--- config.mk ---
export PLATFORM = sky130hd
export DESIGN_NAME = uart_tx_engine
export DESIGN_NICKNAME = d
export VERILOG_FILES = /design/src/rtl/uart_pkg.sv /design/src/rtl/uart_bit_timer.sv /design/src/rtl/uart_tx_engine.sv
export SDC_FILE = /design/constraint.sdc
export NUM_CORES = 1
export LEC_CHECK = 0
export ABC_AREA = 1
export CAP_MARGIN = 20
export CELL_PAD_IN_SITES_DETAIL_PLACEMENT = 0
export CELL_PAD_IN_SITES_GLOBAL_PLACEMENT = 1
export CORE_MARGIN = 4
export CORE_UTILIZATION = 37
export DETAILED_ROUTE_END_ITERATION = 8
export PLACE_DENSITY_LB_ADDON = 0.1
export SETUP_SLACK_MARGIN = 0.5
export SLEW_MARGIN = 40
export SYNTH_ARGS = -nofsm -noshare
export SYNTH_HDL_FRONTEND = slang
export SYNTH_SLANG_ARGS = --single-unit
--- constraint.sdc ---
create_clock -name rclk -period 1.89 [get_ports rclk]
set_input_delay 0.2835 -clock rclk [delete_from_list [all_inputs] [get_ports rclk]]
set_output_delay 0.2835 -clock rclk [all_outputs]
set_load 0.03 [all_outputs]
--- src/rtl/uart_pkg.sv ---
// rtl/uart_pkg.sv - shared UART state encoding and frame config constants
package uart_pkg;

  localparam int DATA_W_DEF = 8;
  localparam int DIV_W_DEF  = 16;

  localparam logic PARITY_EVEN = 1'b0;
  localparam logic PARITY_ODD  = 1'b1;
  localparam logic STOP_ONE    = 1'b0;
  localparam logic STOP_TWO    = 1'b1;

  typedef enum logic [2:0] {
    ST_IDLE   = 3'd0,
    ST_START  = 3'd1,
    ST_DATA   = 3'd2,
    ST_PARITY = 3'd3,
    ST_STOP   = 3'd4
  } tx_state_e;

endpackage

--- src/rtl/uart_bit_timer.sv ---
// rtl/uart_bit_timer.sv - loadable baud down-counter, bit_end while the count is zero
module uart_bit_timer #(
  parameter int DIV_W = 16
) (
  input  logic             rclk,
  input  logic             rrst_n,
  input  logic             i_load,
  input  logic [DIV_W-1:0] i_load_val,
  output logic             o_bit_end
);

  logic [DIV_W-1:0] r_cnt;

  // Holds at zero when not reloaded, so an idle timer reports bit_end continuously.
  always_ff @(posedge rclk or negedge rrst_n) begin
    if (!rrst_n) begin
      r_cnt <= '0;
    end else if (i_load) begin
      r_cnt <= i_load_val;
    end else if (r_cnt != '0) begin
      r_cnt <= r_cnt - DIV_W'(1);
    end
  end

  assign o_bit_end = (r_cnt == '0);

endmodule

--- src/rtl/uart_tx_engine.sv ---
// rtl/uart_tx_engine.sv - pops bytes from the TX FIFO read side and serializes UART frames
module uart_tx_engine
  import uart_pkg::*;
#(
  parameter int DATA_W = DATA_W_DEF,
  parameter int DIV_W  = DIV_W_DEF
) (
  input  logic              rclk,
  input  logic              rrst_n,
  input  logic              i_rempty,
  input  logic [DATA_W-1:0] i_rdata,
  output logic              o_rinc,
  input  logic [DIV_W-1:0]  i_baud_div,
  input  logic              i_tx_en,
  input  logic              i_parity_en,
  input  logic              i_parity_odd,
  input  logic              i_two_stop,
  output logic              o_txd,
  output logic              o_tx_busy,
  output logic              o_tx_done
);

  localparam int CNT_W = (DATA_W > 1) ? $clog2(DATA_W) : 1;

  tx_state_e         r_state;
  tx_state_e         w_state_nxt;
  logic [DATA_W-1:0] r_shift;
  logic [DATA_W-1:0] w_shift_nxt;
  logic [CNT_W-1:0]  r_bit_cnt;
  logic [CNT_W-1:0]  w_bit_cnt_nxt;
  logic              r_txd;
  logic              w_txd_nxt;

  logic [DIV_W-1:0]  r_div;
  logic              r_par_en;
  logic              r_two_stop;
  logic              r_par_bit;

  logic              w_bit_end;
  logic              w_frame_end;
  logic              w_rinc;
  logic              w_load;
  logic [DIV_W-1:0]  w_load_val;

  // In STOP the bit counter indexes the stop bit, so bit 1 is the final one of two.
  assign w_frame_end = (r_state == ST_STOP) && w_bit_end && (!r_two_stop || r_bit_cnt[0]);

  // Gated by reset so nothing is popped while the engine is held in reset.
  assign w_rinc = rrst_n && i_tx_en && !i_rempty && ((r_state == ST_IDLE) || w_frame_end);

  assign w_load     = w_rinc || (w_bit_end && (r_state != ST_IDLE) && !w_frame_end);
  assign w_load_val = w_rinc ? i_baud_div : r_div;

  uart_bit_timer #(
    .DIV_W (DIV_W)
  ) u_bit_timer (
    .rclk       (rclk),
    .rrst_n     (rrst_n),
    .i_load     (w_load),
    .i_load_val (w_load_val),
    .o_bit_end  (w_bit_end)
  );

  always_ff @(posedge rclk or negedge rrst_n) begin
    if (!rrst_n) begin
      r_state   <= ST_IDLE;
      r_shift   <= '0;
      r_bit_cnt <= '0;
      r_txd     <= 1'b1;
    end else begin
      r_state   <= w_state_nxt;
      r_shift   <= w_shift_nxt;
      r_bit_cnt <= w_bit_cnt_nxt;
      r_txd     <= w_txd_nxt;
    end
  end

  // Frame configuration is frozen at the pop so mid-frame changes wait for the next byte.
  always_ff @(posedge rclk or negedge rrst_n) begin
    if (!rrst_n) begin
      r_div      <= '0;
      r_par_en   <= 1'b0;
      r_two_stop <= STOP_ONE;
      r_par_bit  <= 1'b0;
    end else if (w_rinc) begin
      r_div      <= i_baud_div;
      r_par_en   <= i_parity_en;
      r_two_stop <= i_two_stop;
      r_par_bit  <= (^i_rdata) ^ i_parity_odd;
    end
  end

  always_comb begin
    w_state_nxt   = r_state;
    w_shift_nxt   = r_shift;
    w_bit_cnt_nxt = r_bit_cnt;
    w_txd_nxt     = r_txd;
    case (r_state)
      ST_IDLE: begin
        w_txd_nxt = 1'b1;
        if (w_rinc) begin
          w_state_nxt   = ST_START;
          w_shift_nxt   = i_rdata;
          w_bit_cnt_nxt = '0;
          w_txd_nxt     = 1'b0;
        end
      end
      ST_START: begin
        if (w_bit_end) begin
          w_state_nxt   = ST_DATA;
          w_bit_cnt_nxt = '0;
          w_txd_nxt     = r_shift[0];
        end
      end
      ST_DATA: begin
        if (w_bit_end) begin
          if (r_bit_cnt == CNT_W'(DATA_W - 1)) begin
            w_bit_cnt_nxt = '0;
            w_state_nxt   = r_par_en ? ST_PARITY : ST_STOP;
            w_txd_nxt     = r_par_en ? r_par_bit : 1'b1;
          end else begin
            w_bit_cnt_nxt = r_bit_cnt + CNT_W'(1);
            w_shift_nxt   = r_shift >> 1;
            w_txd_nxt     = r_shift[1];
          end
        end
      end
      ST_PARITY: begin
        if (w_bit_end) begin
          w_state_nxt   = ST_STOP;
          w_bit_cnt_nxt = '0;
          w_txd_nxt     = 1'b1;
        end
      end
      ST_STOP: begin
        if (w_frame_end) begin
          w_bit_cnt_nxt = '0;
          if (w_rinc) begin
            w_state_nxt = ST_START;
            w_shift_nxt = i_rdata;
            w_txd_nxt   = 1'b0;
          end else begin
            w_state_nxt = ST_IDLE;
            w_txd_nxt   = 1'b1;
          end
        end else if (w_bit_end) begin
          w_bit_cnt_nxt = r_bit_cnt + CNT_W'(1);
        end
      end
      default: begin
        w_state_nxt   = ST_IDLE;
        w_bit_cnt_nxt = '0;
        w_txd_nxt     = 1'b1;
      end
    endcase
  end

  assign o_rinc    = w_rinc;
  assign o_txd     = r_txd;
  assign o_tx_busy = (r_state != ST_IDLE);
  assign o_tx_done = w_frame_end;

endmodule

# --- After elaboration in Yosys (flattened, before gate mapping) ---
# Cells that the tools add are included.
op_classes:
  add_sub_neg: 2
  eq_ne: 14
  mux: 32
  n_bitwise: 1
  n_reduce_logical: 25
ops:
  columns: ["operator", "n"]
  rows:
  - ["two-way mux 16 bit", 3]
  - ["two-way mux 3 bit", 13]
  - ["two-way mux 8 bit", 4]
  - ["one-hot mux 8 bit (3 select lines)", 1]
  - ["logical NOT 16 bit", 1]
  - ["nonzero test 16 bit", 1]
  - ["subtractor 16 x 1 -> 16 bit (second input constant)", 1]
  - ["one-hot mux 3 bit (5 select lines)", 1]
  - ["inequality test 2 bit (second input constant)", 7]
  - ["one-hot mux 3 bit (4 select lines)", 1]
  - ["AND reduction 4 bit", 3]
  - ["two-way mux 1 bit", 8]
  - ["parity 8 bit", 1]
  - ["logical AND 1 bit", 7]
  - ["== test 3 x 2 -> 1 bit (second input constant)", 2]
  - ["== test 3 bit (second input constant)", 2]
  - ["AND reduction 6 bit", 1]
  - ["nonzero test 3 bit", 2]
  - ["one-hot mux 1 bit (5 select lines)", 1]
  - ["adder 3 x 1 -> 3 bit (second input constant)", 1]
  - ["== test 3 x 1 -> 1 bit (second input constant)", 1]
  - ["logical NOT 1 bit", 3]
  - ["logical NOT 3 bit", 1]
  - ["logical OR 1 bit", 3]
  - ["5 further kinds", 5]
word_totals:
  register_bits: 50
  inputBits: 31
  out_inout_bits: 4

# --- Logic depth before layout (Yosys ltp) ---
logic_depth:
  word_depth: 8
  ltp_mapped: 14

# --- Cells and area by module ---
# A second synthesis with hierarchy kept.
hier_totals:
  cells_unflattened: 418
  hier_area_um2: 3015.4
by_module_without_submodules:
  columns: ["module", "n_inst", "cells_each", "area_per_inst_um2"]
  rows:
  - ["uart_tx_engine", 1, 251, 1830.5]
  - ["uart_bit_timer", 1, 167, 1184.9]

# --- Least setup slack after synthesis ---
# OpenSTA, ideal clock, no wires.
synth_path:
  path_type: "reg-to-reg"
  start: "register u_bit_timer.r_cnt[0]"
  end: "register u_bit_timer.r_cnt[0]"
  arrival_ps: 1675
  t_required_ps: 1773
  slack_ps: 98
  stages_incl_launch_ff: 14
  n_path_buf: 2
  cell_sequence: "dfrtp_1 inv_1 ha_1 nand2_1 nor2_2 nand3_4 nand2_4 nand2_2 buf_6 nand2_8 inv_4 buf_6 nor2_1 nor2_1"
synth_between:
  elab_chain_cells: 7
  word_cells_on_any_way: 15
synth_rtl:
  columns: ["element", "line", "rtl"]
  rows:
  - ["start: declaration", "uart_bit_timer.sv:12", "logic [DIV_W-1:0] r_cnt;"]
  - ["start signal: assignment", "uart_bit_timer.sv:19", "r_cnt <= i_load_val;"]
  - ["start signal: assignment", "uart_bit_timer.sv:21", "r_cnt <= r_cnt - DIV_W'(1);"]
  - ["parallel branches: the longest is 7 deep, another holds subtractor 16 x 1 -> 16 bit", null, null]
# Parallel ways; which one is timed is not known. The select of a mux whose other input is x is not followed.
# A chain may end at the register's enable or synchronous reset.

# --- Worst setup path after layout ---
layout_path:
  start: "register u_bit_timer.r_cnt[15]"
  end: "output o_rinc"
layout_between:
  elab_chain_cells: 5
layout_rtl:
  columns: ["element", "line", "rtl"]
  rows:
  - ["logical NOT 16 bit", "uart_bit_timer.sv:25", "assign o_bit_end = (r_cnt == '0);"]
  - ["logical AND 1 bit (2 in a row)", "uart_tx_engine.sv:46", "assign w_frame_end = (r_state == ST_STOP) && w_bit_end && (!r_two_stop || r_bit_cnt[0]);"]
  - ["logical OR 1 bit", "uart_tx_engine.sv:49", "assign w_rinc = rrst_n && i_tx_en && !i_rempty && ((r_state == ST_IDLE) || w_frame_end);"]
  - ["logical AND 1 bit", "uart_tx_engine.sv:49", null]
  - ["end: declaration", "uart_tx_engine.sv:12", "output logic o_rinc,"]
# Every way passes these cells.

==> out/qor.txt <==
simple-gate share of the synthesized area -> 33.7%
via/cell ratio -> 4.76
Comb power frac -> 53.2%
vias in the first global route -> 2479
DRT Wirelength -> 7.77 mm
Slew @ Worst Pin -> 650 ps
Max Fclk -> 509 MHz
Net Sw Frac -> 41.2%
fin crit period -> 1970 ps
Synth Instances -> 347
total power after layout -> 0.00624 W
total of warnings raised by yosys -> 0
Post-synth EDFFs -> 0
Root Driver -> clkbuf_8
Synth area leader -> dfrtp_1
RSZ-0062 raised after global routing -> true
row count -> 31
die area -> 9170 um2
Seq cells post-synth -> 50
Reg clk slew, reported paths -> 90 ps
failing checks -> setup timing
worst IR drop on VDD -> 0.612 mV
post-route antenna net violation count -> 0
period utilization -> 104%
Clock power frac -> 15.0%
post-route setup slack -> -76.3 ps
Die X -> 95.8 um
cell-internal power -> 0.00367 W
layout cells sized above 1 -> 43.9%
first-pass GRT wire length -> 12.4 mm
later-pin clock latency in the skew report -> 320 ps
die height -> 95.8 um
Critical Setup Path Class -> flop to output port
total gr overflow -> 0
Max FO, Critical Path -> 3
drt pass-1 iters -> 4
Syn Area/Cell -> 8.22 um2
FFs w/ async S/R, synth -> 100%
Synth Area in XOR/XNOR -> 3.99%
Inserted Clock Buffers -> 5
Layout area overhead -> 54.6%
Detailed Place HPWL -> 5.05 mm
outcome -> finished with violations
Hold Crit Class -> input pin to async pin
Via Count -> 2587
Worst Setup Start Kind -> flop
Max-slew headroom -> 56.7%
Starting Density -> 38.7%
most frequent cells in the layout -> 62 x nand2_1, 47 x dfrtp_1, 36 x nand2_2, 36 x buf_4, 29 x clkdlybuf4s50_1
Placer Congestion -> 0.855
DRC errors left -> 0
sequential share of power -> 31.7%
largest net degree at the start of global routing -> 51
Critical Path End Type -> output port
I/O Buffers -> 34
hold_ws -> 165 ps
Synth Area in Adders -> 1.76%
nets -> 478
antenna violations before repair -> 0
main combinational cell family by area after synthesis -> simple AND/OR/NAND/NOR gates
clock sinks -> 50
sequential fraction of the synthesis area -> 43.9%
CTS tree -> built
# diodes -> 0
Synthesized Nets -> 382
Power Density -> 1420 nW/um2
worst path arrival time -> 1680 ps
H-tree depth -> 2
max_cap viols -> 0
commonest non-fill, non-tap cell in the layout -> nand2_1
drt initial violations -> 81
Worst Path Required -> 1610 ps
Worst Skew -> 11.1 ps
P_leak -> 2.00 nW
Core ar. -> 7370 um2
Setup-failing EPs final -> 4
Compound-Gate Fraction of Synth Area -> 8.03%
GRT Overall Usage -> 17.6%
Final Max Tran Viols -> 0
hold_buf cts -> 0
clk buf depth -> 2
Primary FF master, synth -> dfrtp_1
switching power -> 0.00257 W
Filler cells -> 673
Synth top area share -> 43.0%
Synth Cell Area -> 2850 um2
post-synthesis mux area share -> 2.46%
Ports -> 35
post-synthesis cell type count -> 35
DR WL/cell -> 14.3 um
Final Hold Vio Count -> 0
top area cells in the synthesized netlist -> dfrtp_1 43%, nand2_1 14%, nand3_1 6.0%
-- what timing repair did --
action	CTS	global route
pin swaps	7	31
setup endpoints to repair	54	53
gates resized for setup	41	90
buffers inserted	11	16
gates cloned	3	1
-- path summary, 6_finish.rpt --
kind | start | to | slack, ps | cells after the start
setup / recovery | u_bit_timer.r_cnt[15] | o_rinc | -80 | 7
hold / removal | rrst_n | r_bit_cnt[2] | 170 | 2
hold reg to reg | r_div[9] | r_div[9] | 470 | 2
setup reg to reg | u_bit_timer.r_cnt[15] | u_bit_timer.r_cnt[15] | -20 | 13
max in group asynchronous | rrst_n | u_bit_timer.r_cnt[2] | 1270 | 2
min in group rclk | r_div[9] | r_div[9] | 470 | 2
-- worst max-delay path, stage by stage, from the launching register on --
cell and delay (ps):
dfrtp_1 440, nor2_2 190, nand2_4 70, nor2_4 140, nand3_4 110, a21oi_4 170, buf_6 130, buf_6 120
-- area by class of cell --
class | count | area (um2) | area share [%]
multi-input cells | 267 | 1850 | 41.9
inverters | 25 | 106 | 2.41
well taps | 99 | 124 | 2.81
clock buffers | 6 | 82.6 | 1.87
flip-flops and latches | 50 | 1250 | 28.5
clock inverters | 2 | 60.1 | 1.36
repair buffers | 94 | 932 | 21.1
-- flip-flops by register name, indices dropped and copies added (netlist names) --
register,count
r_par_en,1
r_two_stop,1
o_txd,1
r_par_bit,1
r_bit_cnt,3
r_div,16
u_bit_timer.r_cnt,16
r_state,3
r_shift,8
-- power by group through the flow --
stage	combinational (W)	clock, W	sequential (W)
after floorplan	0.00174	0	0.00191
after global placement	0.00247	0	0.00192
after detailed placement	0.00250	0	0.00191
after CTS	0.00278	0.000959	0.00192
after global routing	0.00369	0.00101	0.00204
final	0.00332	0.000937	0.00198
-- synthesized netlist by cell type (3+ instances only) --
cell     count
xor2_1       5
xnor2_1      8
o21ai_0     12
nor2_2       5
inv_2        3
ha_1         4
nor2_4       5
nand4_1      4
dfrtp_1     49
nand2_1    110
inv_1       20
a21oi_1      6
buf_6        6
mux2i_1      7
o21ai_2      9
nand2_2      4
nand3_1     34
nor2_1      34
-- per-layer routing --
layer	GRT usage, %	wire (um)	vias to the layer above
met5	0	0	-
met4	4.62	93	0
met3	3.13	288	8
met2	25.9	3550	42
met1	26.6	3840	1202
li1	-	-	1335
-- metrics by stage --
stage	instance area (um2)	worst slack, ps	TNS (ps)	util [%]	instances
2_1_floorplan	2920	147	0	-	347
3_3_place_gp	3540	31.0	0	48.0	504
3_5_place_dp	3540	6.16	0	48.0	504
4_1_cts	3940	-61.4	-282	53.4	526
5_1_grt	4410	-164	-2000	59.8	543
6_report	4410	-76.3	-106	59.8	543
-- cells by family after synthesis --
family / after synthesis
flops: 50
mux: 7
fa+ha+maj: 4
xor+xnor: 13
compound gates: 34
simple gates: 207
buf+inv: 32
Power figures use the tool's default switching activity.
==> variant 1 (same flow settings) <==
Register the output `o_txd` once more, without a reset; this adds one clock of latency there. The other outputs are not delayed to match.
--- a/src/rtl/uart_tx_engine.sv
+++ b/src/rtl/uart_tx_engine.sv
@@ -156,7 +156,9 @@
   end
 
   assign o_rinc    = w_rinc;
-  assign o_txd     = r_txd;
+  always_ff @(posedge rclk) begin
+    o_txd <= r_txd;
+  end
   assign o_tx_busy = (r_state != ST_IDLE);
   assign o_tx_done = w_frame_end;
 
Check against the original RTL: not equivalent (Yosys sat finds a counterexample within 4 cycles, from zero or initial values and one cycle with rrst_n low).
==> variant 1 against the unedited design <==
  * Largest power group unchanged
  * Fmax grew 1.5%
  * Sequential cell count up 1
  * Final area increased by 0.60%
  * Cell count increased by 1.7%
  * Wire length is 2.5% higher
  * The run still ends with negative setup slack left
  * Hold slack better by 0.0019 ns
  * Worst setup slack better by 0.030 ns
  * Synthesized area is 0.70% higher
  * Power increased by 0.80%
==> variant 1: results (changes against the unedited design) <==
{
  "place": {
    "placed_area": {"value": 3590, "unit": "µm²", "change": "+1.4%"},
    "gpl.final_weighted_congestion": {"value": 0.799, "change": "-6.6%"},
    "pre_cts_ws": {"value": 0.000511, "unit": "ns", "change": "-0.00565 ns"}
  },
  "synthesis": {
    "synth_fa_ha_area_share": {"value": 1.74, "unit": "%", "change": "-0.012 points"},
    "synth-async-reset-ratio": {"value": 98.0, "unit": "%", "change": "-2.0 points"},
    "mappedNetlistNets": {"value": 383, "change": "+0.26%"},
    "yosys-mux-area-fraction": {"value": 2.44, "unit": "%", "change": "-0.017 points"},
    "post_synthesis_share_of_cell_area_spent_on_xor_and_xnor_gates": {"value": 3.97, "unit": "%", "change": "-0.028 points"},
    "synth-compound-area-share": {"value": 7.97, "unit": "%", "change": "-0.056 points"},
    "synth_top_cells_by_area": "sky130_fd_sc_hd__dfrtp_1 43%, sky130_fd_sc_hd__nand2_1 14%, sky130_fd_sc_hd__nand3_1 5.9%",
    "yosysSeqAreaShare": {"value": 44.3, "unit": "%", "change": "+0.39 points"},
    "yosys.cell_types.count": {"value": 36, "change": "+2.9%"}
  },
  "critical_path": {
    "crit_path_start": "r_state[1]",
    "critical_path.top_delay_family": "buffers and inverters",
    "critPathMaxFanout": {"value": 6, "change": "+3"},
    "critical_path_arrival": {"value": 1.65, "unit": "ns", "change": "-0.03 ns"},
    "ff2ff_setup_slack": {"value": 0.01, "unit": "ns", "change": "+0.03 ns"},
    "regToRegStartpoint": "u_bit_timer.r_cnt[6]"
  },
  "timing": {
    "final_setup_violation_count": {"value": 1, "change": "-3"},
    "finalClockSkew": {"value": 0.00831, "unit": "ns", "change": "-0.00276 ns"},
    "tns": {"value": -0.0467, "unit": "ns", "change": "+0.0595 ns"},
    "setup_slack": {"value": -0.0467, "unit": "ns", "change": "+0.0296 ns"}
  },
  "run_status": {
    "outcome": "complete, but fails checks",
    "violated_checks": "negative setup slack"
  },
  "grt": {
    "grt_pass1_vias": {"value": 2512, "change": "+1.3%"}
  },
  "clock_tree": {
    "worst_setup_hold_path_clk_slew_ns": 0.10
  },
  "finish": {
    "design.final.nets": {"value": 487, "change": "+1.9%"},
    "layout_cells_sized_above_1": {"value": 42.4, "unit": "%", "change": "-1.5 points"}
  },
  "routing": {
    "drt-initial-drc-count": {"value": 89, "change": "+9.9%"}
  }
}
variant 1: power by group through the flow:
stage / sequential (µW) / clock [µW] / combinational, µW
global route: 2060 / 878 / 3830
finish: 2000 / 806 / 3480
floorplan: 1940 / 0 / 1740
detailed placement: 1950 / 0 / 2520
global placement: 1940 / 0 / 2490
CTS: 1950 / 829 / 2990
variant 1: per-layer routing:
metal | GRT usage [%] | share of wire (%) | vias up
met1 | 26.7 | 49 | 1210
met5 | 0 | 0 | -
met4 | 3.91 | 1.3 | 0
li1 | - | - | 1349
met3 | 2.97 | 5.0 | 12
met2 | 26.7 | 45 | 58
variant 1: area by class of cell:
cell class	count	area share, %
repair buffers	101	21.8
flip-flops and latches	51	28.7
repair inverters	1	0.254
clock buffers	6	1.86
inverters	25	2.62
well taps	99	2.79
multi-input cells	267	41.2
clock inverters	2	0.790
variant 1: through the flow:
stage	cells	hold slack [ns]
after floorplan	348	-0.0121
after global placement	509	0.399
after detailed placement	509	0.401
after CTS	541	0.194
after global routing	552	0.221
final	552	0.167
variant 1: worst max path at each step:
stage	to	slack [ns]	depth (start not counted)
global route	o_rinc	-0.15	7
global placement	o_rinc	0.03	7
finish	o_rinc	-0.05	7
detailed placement	o_rinc	0.0005	7
floorplan	r_shift[5]	0.15	10
CTS	o_rinc	-0.03	8
variant 1: what timing repair did:
action,CTS,global route
pin swaps,15,22
setup buffers,20,10
gates resized for setup,45,72
setup endpoints to repair,54,53
gates cloned,4,1
variant 1: cells by family (layout without fill, tap and decap cells):
family,count (synthesis),count (layout)
compound gates,34,34
flops,51,51
buf+inv,32,135
fa+ha+maj,4,4
xor+xnor,13,13
simple gates,207,209
mux,7,7
==> variant 2 (same flow settings) <==
Made on the original files. The package constant `DATA_W_DEF` goes from 8 to 4.
--- a/src/rtl/uart_pkg.sv
+++ b/src/rtl/uart_pkg.sv
@@ -1,7 +1,7 @@
 // rtl/uart_pkg.sv - shared UART state encoding and frame config constants
 package uart_pkg;
 
-  localparam int DATA_W_DEF = 8;
+  localparam int DATA_W_DEF = 4;
   localparam int DIV_W_DEF  = 16;
 
   localparam logic PARITY_EVEN = 1'b0;
Ports: changed (resized i_rdata); port bits go from 35 to 31. No check against the original RTL was run, so the function may have changed too.
==> variant 2 against the unedited design <==
  * Via count shrank 12%
  * Sequential power is 15% lower
  * Non-clock buffer count down 26
  * Sequential share of layout area rose by 3.6 points
  * Combinational power is 24% lower
  * Synthesized cell count fell by 3.5%
  * Power decreased by 22%
  * Sequential cell count is 5 lower
  * Worst setup slack better by 0.11 ns
  * Final area fell by 20%
  * Synthesized area down 11%
  * Global-route usage is 0.94 points lower
  * Clock power is 31% lower
  * Wire length is 17% lower
==> variant 2: results (changes against the unedited design) <==
{
  "run_status": {
    "outcome": "finished clean"
  },
  "synthesis": {
    "synth-compound-area-share": {"value": 6.21, "unit": "%", "change": "-1.8 points"},
    "synth_fa_ha_area_share": {"value": 1.48, "unit": "%", "change": "-0.28 points"},
    "synth_top_cells_by_count": "117 x sky130_fd_sc_hd__nand2_1, 44 x sky130_fd_sc_hd__dfrtp_1, 34 x sky130_fd_sc_hd__inv_1",
    "synthesis.instances": {"value": 335, "change": "-3.5%"},
    "mappedNetlistNets": {"value": 365, "change": "-4.5%"},
    "yosys-mux-area-fraction": {"value": 0, "unit": "%", "change": "-2.5 points"},
    "synth_top_cells_by_area": "sky130_fd_sc_hd__dfrtp_1 43%, sky130_fd_sc_hd__nand2_1 17%, sky130_fd_sc_hd__nand3_1 5.7%"
  },
  "grt": {
    "grt_use_total": {"value": 16.7, "unit": "%", "change": "-0.94 points"},
    "grt_first_pass_wirelength": {"value": 11300, "unit": "µm", "change": "-9.1%"},
    "grt_start_max_net_pins": {"value": 46, "change": "-9.8%"}
  },
  "finish": {
    "layout_top_registers": "r_div (16), u_bit_timer.r_cnt (16), r_shift (4)",
    "fill_cells": {"value": 623, "change": "-7.4%"},
    "instances_no_fill": {"value": 482, "change": "-11%"}
  },
  "critical_path": {
    "reg2reg_to": "u_bit_timer.r_cnt[9]",
    "worst-r2r-cell-count": {"value": 12, "change": "-1"},
    "ff2ff_setup_slack": {"value": 0.07, "unit": "ns", "change": "+0.09 ns"},
    "regToRegStartpoint": "u_bit_timer.r_cnt[7]",
    "critical_path_arrival": {"value": 1.57, "unit": "ns", "change": "-0.11 ns"}
  },
  "place": {
    "quantity_of_i_o_buffers_inserted_on_ports": {"value": 30, "change": "-12%"},
    "hpwlAfterDp": {"value": 4410, "unit": "µm", "change": "-13%"},
    "dp.cells": {"value": 453, "change": "-10%"},
    "placed_area": {"value": 3070, "unit": "µm²", "change": "-13%"},
    "pre_cts_ws": {"value": 0.108, "unit": "ns", "change": "+0.102 ns"},
    "gpl.final_weighted_congestion": {"value": 0.832, "change": "-2.7%"}
  },
  "routing": {
    "detail_routed_net_length_per_standard_cell": {"value": 13.5, "unit": "µm", "change": "-5.9%"},
    "drt-initial-drc-count": {"value": 142, "change": "+75%"}
  },
  "timing": {
    "finalClockSkew": {"value": 0.0105, "unit": "ns", "change": "-0.000602 ns"},
    "timing_worst_slew_pin_value": {"value": 0.579, "unit": "ns", "change": "-0.0709 ns"}
  },
  "pwr": {
    "peak_ir_drop_on_the_vdd_network": {"value": 0.557, "unit": "mV", "change": "-9.1%"},
    "power.leakage": {"value": 0.00172, "unit": "µW", "change": "-14%"}
  },
  "clock_tree": {
    "cts.repair_timing.setup_buffer_count": {"value": 16, "change": "+5"},
    "clk_lat_worst_skew": {"value": 0.30, "unit": "ns", "change": "-0.02 ns"}
  }
}
variant 2: worst max path at each step:
stage	from	to	slack (ns)	cells after the start
finish	u_bit_timer.r_cnt[7]	o_rinc	0.04	8
global placement	r_state[1]	u_bit_timer.r_cnt[5]	0.11	11
floorplan	u_bit_timer.r_cnt[3]	u_bit_timer.r_cnt[13]	0.26	11
CTS	u_bit_timer.r_cnt[1]	o_rinc	0.04	9
global route	u_bit_timer.r_cnt[7]	o_rinc	-0.05	8
detailed placement	r_state[1]	u_bit_timer.r_cnt[5]	0.11	11
variant 2: worst max-delay path: stages, from the launching register on:
cell	delay (ns)
sky130_fd_sc_hd__dfrtp_1	0.41
sky130_fd_sc_hd__nor2_2	0.18
sky130_fd_sc_hd__nand2_2	0.11
sky130_fd_sc_hd__nor2_4	0.14
sky130_fd_sc_hd__nand3_4	0.09
sky130_fd_sc_hd__nand2_4	0.10
sky130_fd_sc_hd__nand2_8	0.08
sky130_fd_sc_hd__inv_12	0.06
sky130_fd_sc_hd__buf_8	0.11
variant 2: final cells by class:
type	instances	area [µm²]	area share, %
multi-input cells	247	1400	39.9
flip-flops and latches	45	1130	32.1
repair buffers	68	631	17.9
inverters	37	159	4.52
well taps	77	96.3	2.74
clock buffers	6	82.6	2.35
clock inverters	2	17.5	0.498
variant 2: routing by layer:
| layer | vias up | share of wire [%] | GRT usage [%] | routed length [µm] |
|---|---|---|---|---|
| met4 | 0 | 1.1 | 3.39 | 73 |
| met3 | 9 | 4.4 | 2.83 | 285 |
| met2 | 47 | 44 | 25.8 | 2860 |
| met5 | - | 0 | 0 | 0 |
| li1 | 1191 | - | - | - |
| met1 | 1022 | 50 | 24.5 | 3270 |
variant 2: power by group:
group          internal [µW]  total [µW]  switching (µW)
combinational           1110        2510            1400
clock                    304         648             344
sequential              1420        1680             263
